[config.mk]
export PLATFORM = sky130hd
export DESIGN_NAME = vanilla_int_wb_arbiter
export DESIGN_NICKNAME = d
export VERILOG_FILES = /design/src/rtl/vanilla_int_wb_arb_pkg.sv /design/src/rtl/vanilla_rr_arb2.sv /design/src/rtl/vanilla_int_wb_arbiter.sv
export SDC_FILE = /design/constraint.sdc
export NUM_CORES = 1
export LEC_CHECK = 0
export CAP_MARGIN = 20
export CORE_MARGIN = 5
export CORE_UTILIZATION = 34
export DETAILED_ROUTE_END_ITERATION = 8
export GPL_TIMING_DRIVEN = 0
export PLACE_DENSITY = 0.88
export SLEW_MARGIN = 25
export SYNTH_ARGS = -nofsm -noshare
export SYNTH_HDL_FRONTEND = slang
export SYNTH_SLANG_ARGS = --single-unit
[constraint.sdc]
create_clock -name clk_i -period 2.9 [get_ports clk_i]
set_clock_uncertainty 0.15 [all_clocks]
set_input_delay 0.58 -clock clk_i [delete_from_list [all_inputs] [get_ports clk_i]]
set_output_delay 0.58 -clock clk_i [all_outputs]
set_load 0.01 [all_outputs]
[src/rtl/vanilla_int_wb_arb_pkg.sv]
// Shared types and constants for the integer writeback-port arbiter.
package vanilla_int_wb_arb_pkg;

    localparam int wb_data_width_gp = 32;
    localparam int wb_addr_width_gp = 5;

    // Register x0 is hard-wired to zero, so writes to it are dropped.
    localparam logic [wb_addr_width_gp-1:0] wb_x0_idx_gp = '0;

    typedef struct packed {
        logic [wb_addr_width_gp-1:0] id;
        logic [wb_data_width_gp-1:0] data;
    } vanilla_wb_req_s;

    typedef enum logic [1:0] {
        eGrantNone,
        eGrantPipe,
        eGrantRemote,
        eGrantIdiv
    } wb_grant_e;

endpackage

[src/rtl/vanilla_rr_arb2.sv]
// Two-input round-robin arbiter with a last-grant register; bit 0 wins ties
// when bit 1 was granted last, and vice versa.
module vanilla_rr_arb2 (
    input  logic       clk_i,
    input  logic       reset_i,
    input  logic       en_i,
    input  logic [1:0] v_i,
    output logic [1:0] grant_o
);

    logic last_q;
    logic last_d;

    for (genvar gi = 0; gi < 2; gi++) begin : g_grant
        assign grant_o[gi] = en_i & v_i[gi] & (~v_i[1-gi] | (last_q != 1'(gi)));
    end

    always_comb begin
        last_d = last_q;
        if (grant_o[1]) begin
            last_d = 1'b1;
        end else if (grant_o[0]) begin
            last_d = 1'b0;
        end
    end

    always_ff @(posedge clk_i) begin
        if (reset_i) begin
            last_q <= 1'b0;
        end else begin
            last_q <= last_d;
        end
    end

endmodule

[src/rtl/vanilla_int_wb_arbiter.sv]
// Integer register-file write-port arbiter: pipeline WB has priority, remote
// loads and idiv share the rest round-robin. Starvation stall is built only
// when VANILLA_INT_WB_ARB_STARVE_EN is defined.
module vanilla_int_wb_arbiter
    import vanilla_int_wb_arb_pkg::*;
#(
    parameter int data_width_p     = wb_data_width_gp,
    parameter int reg_addr_width_p = wb_addr_width_gp,
    parameter int starve_limit_p   = 4
) (
    input  logic                        clk_i,
    input  logic                        reset_i,
    input  logic                        pipe_wb_v_i,
    input  logic [reg_addr_width_p-1:0] pipe_wb_id_i,
    input  logic [data_width_p-1:0]     pipe_wb_data_i,
    input  logic                        remote_v_i,
    input  logic [reg_addr_width_p-1:0] remote_id_i,
    input  logic [data_width_p-1:0]     remote_data_i,
    output logic                        remote_yumi_o,
    input  logic                        idiv_v_i,
    input  logic [reg_addr_width_p-1:0] idiv_id_i,
    input  logic [data_width_p-1:0]     idiv_data_i,
    output logic                        idiv_yumi_o,
    output logic                        stall_wb_o,
    output logic                        rf_w_v_o,
    output logic [reg_addr_width_p-1:0] rf_w_addr_o,
    output logic [data_width_p-1:0]     rf_w_data_o,
    output logic                        int_sb_clear_o,
    output logic [reg_addr_width_p-1:0] int_sb_clear_id_o
);

    if (starve_limit_p < 1) begin : g_bad_starve_limit
        $error("starve_limit_p must be at least 1");
    end

    logic [1:0]      side_v;
    logic [1:0]      side_grant;
    logic            side_en;
    wb_grant_e       grant;
    vanilla_wb_req_s req_d, req_q;
    logic            wr_v_d, wr_v_q;
    logic            clear_d, clear_q;

    assign side_v  = {idiv_v_i, remote_v_i};
    assign side_en = ~reset_i & ~pipe_wb_v_i;

    vanilla_rr_arb2 u_rr (
        .clk_i   (clk_i),
        .reset_i (reset_i),
        .en_i    (side_en),
        .v_i     (side_v),
        .grant_o (side_grant)
    );

    always_comb begin
        grant   = eGrantNone;
        req_d   = req_q;
        if (!reset_i) begin
            if (pipe_wb_v_i) begin
                grant      = eGrantPipe;
                req_d.id   = wb_addr_width_gp'(pipe_wb_id_i);
                req_d.data = wb_data_width_gp'(pipe_wb_data_i);
            end else if (side_grant[0]) begin
                grant      = eGrantRemote;
                req_d.id   = wb_addr_width_gp'(remote_id_i);
                req_d.data = wb_data_width_gp'(remote_data_i);
            end else if (side_grant[1]) begin
                grant      = eGrantIdiv;
                req_d.id   = wb_addr_width_gp'(idiv_id_i);
                req_d.data = wb_data_width_gp'(idiv_data_i);
            end
        end
        wr_v_d  = (grant != eGrantNone) && (req_d.id != wb_x0_idx_gp);
        // x0 writes still retire their scoreboard entry.
        clear_d = (grant == eGrantRemote) || (grant == eGrantIdiv);
    end

    assign remote_yumi_o = (grant == eGrantRemote);
    assign idiv_yumi_o   = (grant == eGrantIdiv);

    always_ff @(posedge clk_i) begin
        if (reset_i) begin
            req_q   <= '0;
            wr_v_q  <= 1'b0;
            clear_q <= 1'b0;
        end else begin
            req_q   <= req_d;
            wr_v_q  <= wr_v_d;
            clear_q <= clear_d;
        end
    end

    assign rf_w_v_o          = wr_v_q;
    assign rf_w_addr_o       = reg_addr_width_p'(req_q.id);
    assign rf_w_data_o       = data_width_p'(req_q.data);
    assign int_sb_clear_o    = clear_q;
    assign int_sb_clear_id_o = reg_addr_width_p'(req_q.id);

`ifdef VANILLA_INT_WB_ARB_STARVE_EN
    localparam int cnt_width_lp = $clog2(starve_limit_p + 1);
    localparam logic [cnt_width_lp-1:0] limit_lp = cnt_width_lp'(starve_limit_p);

    logic [cnt_width_lp-1:0] starve_cnt_d, starve_cnt_q;
    logic                    stall_q;
    logic                    side_granted;

    assign side_granted = (grant == eGrantRemote) || (grant == eGrantIdiv);

    always_comb begin
        starve_cnt_d = starve_cnt_q;
        if (side_granted) begin
            starve_cnt_d = '0;
        end else if ((remote_v_i | idiv_v_i) & pipe_wb_v_i & (starve_cnt_q != limit_lp)) begin
            starve_cnt_d = starve_cnt_q + 1'b1;
        end
    end

    // Stall flop tracks the next count so it rises in the same cycle the count saturates.
    always_ff @(posedge clk_i) begin
        if (reset_i) begin
            starve_cnt_q <= '0;
            stall_q      <= 1'b0;
        end else begin
            starve_cnt_q <= starve_cnt_d;
            stall_q      <= (starve_cnt_d == limit_lp);
        end
    end

    assign stall_wb_o = stall_q;
`else
    assign stall_wb_o = 1'b0;
`endif

endmodule
# Yosys cells after proc, flatten, opt, wreduce, memory -nomap -nowiden
# Index checks and enable logic that the tools add are counted.
# op_classes
eq_ne	2
n_mux	10
n_bitwise	12
reduce_logical	7
# ops
operator	n
$mux 37	4
$mux 2	4
$and 1x1->1	5
$not 1->1	5
$reduce_bool 5->1	1
$eq 2x2->1 const B	2
$reduce_bool 2->1	2
$reduce_bool 3->1	1
$mux 1	2
$or 1x1->1	2
$reduce_and 2->1	1
$logic_and 1x1->1	1
$logic_or 1x1->1	1
# word_totals
reg_bits	40
output_inout_bits	47

# Logic depth before layout (Yosys ltp)
# depth
ltp_word	10
depth_mapped	7

# By module
# From an unflattened synthesis, not the netlist that was laid out.
# hier_totals
cells_unflattened	279
area_unflattened_um2	2342.2
# modules_own_cells
module	instances	cells_each	area_per_inst_um2	seq_area_each_um2
vanilla_int_wb_arbiter	1	270	2279.7	780.7
vanilla_rr_arb2	1	9	62.6	20.0

# Worst setup path before layout
# Ideal clock, no wire load.
# synth_path
kind	input port to output port
from	input remote_v_i
to	output idiv_yumi_o
arrival_ns	1.287
t_required_ns	2.170
path_slack_ns	0.883
cell_stages	5
n_path_buf	2
cell_sequence	buf_6 -> a21boi_1 -> nand2_1 -> inv_2 -> buf_2
# synth_between
elab_chain_len	8
# synth_lines
item	line	text
start: declaration	vanilla_int_wb_arbiter.sv:16	input logic remote_v_i,
$not 1->1	vanilla_rr_arb2.sv:15	assign grant_o[gi] = en_i & v_i[gi] & (~v_i[1-gi] | (last_q != 1'(gi)));
$or 1x1->1	vanilla_rr_arb2.sv:15	
$and 1x1->1	vanilla_rr_arb2.sv:15	
$mux 2	vanilla_int_wb_arbiter.sv:67	end else if (side_grant[1]) begin
$mux 2 (*)	vanilla_int_wb_arbiter.sv:63	end else if (side_grant[0]) begin
$mux 2 (*)	vanilla_int_wb_arbiter.sv:59	if (pipe_wb_v_i) begin
$mux 2 (*)	vanilla_int_wb_arbiter.sv:58	if (!reset_i) begin
$eq 2x2->1 (*)	vanilla_int_wb_arbiter.sv:79	assign idiv_yumi_o = (grant == eGrantIdiv);
end: declaration	vanilla_int_wb_arbiter.sv:23	output logic idiv_yumi_o,
# Mark *: on every way between the ends. The rest lies on a longest branch, timed or not.

# Final worst setup path
# layout_path
from	input idiv_v_i
to	output remote_yumi_o
# layout_between
elab_chain_len	7
# layout_lines
item	line	text
start: declaration	vanilla_int_wb_arbiter.sv:20	input logic idiv_v_i,
$and 1x1->1 or $not 1->1 (tied branches)	vanilla_rr_arb2.sv:15	
$and 1x1->1 or $or 1x1->1 (tied branches)	vanilla_rr_arb2.sv:15	
$mux 2 or $and 1x1->1 (tied branches)	vanilla_int_wb_arbiter.sv:67, vanilla_rr_arb2.sv:15	
$mux 2 (*)	vanilla_int_wb_arbiter.sv:63	
$mux 2 (*)	vanilla_int_wb_arbiter.sv:59	
$mux 2 (*)	vanilla_int_wb_arbiter.sv:58	
$eq 2x2->1 (*)	vanilla_int_wb_arbiter.sv:78	assign remote_yumi_o = (grant == eGrantRemote);
end: declaration	vanilla_int_wb_arbiter.sv:19	output logic remote_yumi_o,
# Marked as above.

==> flow_summary.ini <==
[outcome]
status = completed

[critical_path]
max_stage_delay_ns = 0.54
worstSetupPathType = in -> out
worst-path-max-fanout = 10
slowest_stage = clkdlybuf4s50_1
cpLargestDelayFamily = buffers and inverters
start_kind = primary input
crit_chain = dlygate4sd2_1 -> nand2b_1 -> nand2_1 -> nor3_4 -> buf_6 -> clkdlybuf4s50_1
timing.rr.start = u_rr.last_q
startpoint = idiv_v_i
arrival_ns = 2.02
crit_path_end_kind = output port
path_buf_inv = 3
cp.required_ns = 2.17

[synth]
synthSimpleGateAreaFrac = 0.0633
synthAdderAreaFrac = 0
syn_area_per_cell_um2 = 9.07
synth_top_family_by_area = compound AO/OA/AOI/OAI gates
syn-num-nets = 323
synth_edf_count = 0
synthArstFlopShare = 0
netlist.top_cell.by_area = dfxtp_1
syn_inst = 207
ys_types = 36
ys_seq_area_frac = 0.426
syn_area_um2 = 1880
yosys-top-cells-area = dfxtp_1 (43%), a22oi_1 (26%), a21oi_1 (9.6%)
synthMuxAreaShare = 0.00799
synth_compound_area_frac = 0.419
synth_xor_area_frac = 0
yosysTopAreaCellShare = 0.426
yosysWarnings = 0
ys.flop_type = dfxtp_1
ys_ff_latch = 40

[sta]
maxSlewViolCount = 0
fin_crit_sh = 0.947
layout_min_cycle_time_ns = 2.75
finalSetupViolCount = 0
final-hold-violation-count = 0
hold_slack_ns = 0.393
grt_setup_unrepaired = no
fmax_mhz = 364
worst_slack_ns = 0.155

[job]
drv_cap = 0

[final_layout]
diodes = 0
final_common_cell = clkdlybuf4s50_1
nets = 496
fill_cells = 459
final_cells = 453
areaGrowthSynthToFinish_pct = 98.2
fin_area_um2 = 3720
fin_util = 0.684
drive_above_1_share = 0.0997
final_cell_mix = clkdlybuf4s50_1 (157), a22oi_1 (64), dfxtp_1 (40)

[cts]
clock-root-buffer = clkbuf_8
clk_path_buf_depth = 2
cts.sinks = 40
cts_tree = done
htreeDepth = 2
postCtsHoldBufs = 0
path_clk_slew_ns = 0.07
numCtsBuffers = 5
clk_latency_ns = 0.28

[power]
peakVddDrop_uv = 215
powerDensity_nw_per_um2 = 386
p_leak_nw = 1.39

[placed_design]
hpwl_mm = 6.13
place_ws_ns = -0.424
io_buffers = 160
dp.cells = 439
placed_area_um2 = 3570
gp_congestion = 0.832

[floorplanning]
die_w_um = 84.3
pin_count = 163
die_h_um = 84.3
core-area_um2 = 5440
die_area_um2 = 7110
start_util = 0.345
rows = 27

[hold_path]
holdCritPathClass = reg -> reg
min_from = rf_w_data_o[5]

[grt]
grt_pass1_wl_mm = 11.9
antenna_found_initial = 0
grt_usage = 0.209
grt_use_met1 = 0.230
grt_use_met2 = 0.374
grt_max_degree = 17
overflow = 0
use_met3 = 0.0834
busiest_layer = met2
grt_pass1_vias = 2475

[detailed_routing]
wire_per_inst_um = 17.3
vias = 2378
drt_iter0_markers = 77
drcViolationCount = 0
drt-total-wl_mm = 7.85
via_per_inst = 5.25
ant_nets = 0
dr.pass1.iters = 4
## worst paths after layout
path / to / slack (ns) / cells past startpoint
worst max register to register: rf_w_data_o[24] / 0.92 / 9
worst min register to register: rf_w_data_o[5] / 0.39 / 2
worst max-delay path: remote_yumi_o / 0.15 / 6
worst min-delay path: rf_w_data_o[5] / 0.39 / 2
## layer usage
| metal | part of all wire | vias up |
|---|---|---|
| li1 | - | 1147 |
| met2 | 0.51 | 108 |
| met5 | 0 | - |
| met1 | 0.38 | 1113 |
| met4 | 0.015 | 0 |
| met3 | 0.095 | 10 |
## Yosys cell counts (2+ instances only)
| master | n |
|---|---|
| nor2_1 | 4 |
| buf_2 | 8 |
| o221ai_1 | 2 |
| dfxtp_1 | 40 |
| a22oi_1 | 64 |
| inv_1 | 2 |
| a21oi_1 | 36 |
| buf_4 | 9 |
| o21ai_0 | 2 |
| nand2_1 | 8 |
| o21ai_1 | 2 |
| nand2b_1 | 2 |
| clkbuf_1 | 5 |
## stage by stage
stage	power [mW]	TNS [ns]
floorplan	0.771	0
global placement	1.05	-0.762
detailed placement	1.06	-0.811
CTS	1.45	0
global route	1.51	0
finish	1.44	0
## cell type report
| type | instances | area [um2] | share of cell area |
|---|---|---|---|
| clock buffer | 8 | 90.1 | 0.0242 |
| multi-input combinational | 140 | 930 | 0.250 |
| buffer | 23 | 140 | 0.0376 |
| inverter | 3 | 13.8 | 0.00370 |
| timing repair buffer | 167 | 1660 | 0.445 |
| tap | 72 | 90.1 | 0.0242 |
| sequential | 40 | 801 | 0.215 |
## flip-flops by register name, indices dropped and copies added, names as in the netlist
name               count
int_sb_clear_id_o      5
int_sb_clear_o         1
rf_w_data_o           32
rf_w_v_o               1
u_rr.last_q            1
## where the power goes
| part | total (mW) | switching (mW) | internal (mW) |
|---|---|---|---|
| combinational | 0.437 | 0.156 | 0.281 |
| clock | 0.386 | 0.192 | 0.194 |
| sequential | 0.614 | 0.0247 | 0.589 |
## worst register-to-register path: cells and delay by family, from the launching register on
family,cells,cell delay [ns]
buffers and inverters,4,0.58
AND/OR/NAND/NOR,3,0.48
flip-flops,1,0.44
AO/OA/AOI/OAI,2,0.27
## cell families after synthesis
group	after synthesis
multiplexers	1
other	1
AND/OR/NAND/NOR	22
flip-flops	40
buffers and inverters	27
AO/OA/AOI/OAI	116
## timing repair
| item | in CTS | in global routing |
|---|---|---|
| resized for setup | 4 | 3 |
| pin swaps | 1 | 2 |
| setup endpoints to repair | 2 | 2 |
| setup buffers | 4 | 3 |
| endpoints found under the hold margin | 0 | 0 |
No activity file was read; power rests on OpenSTA's default activity.
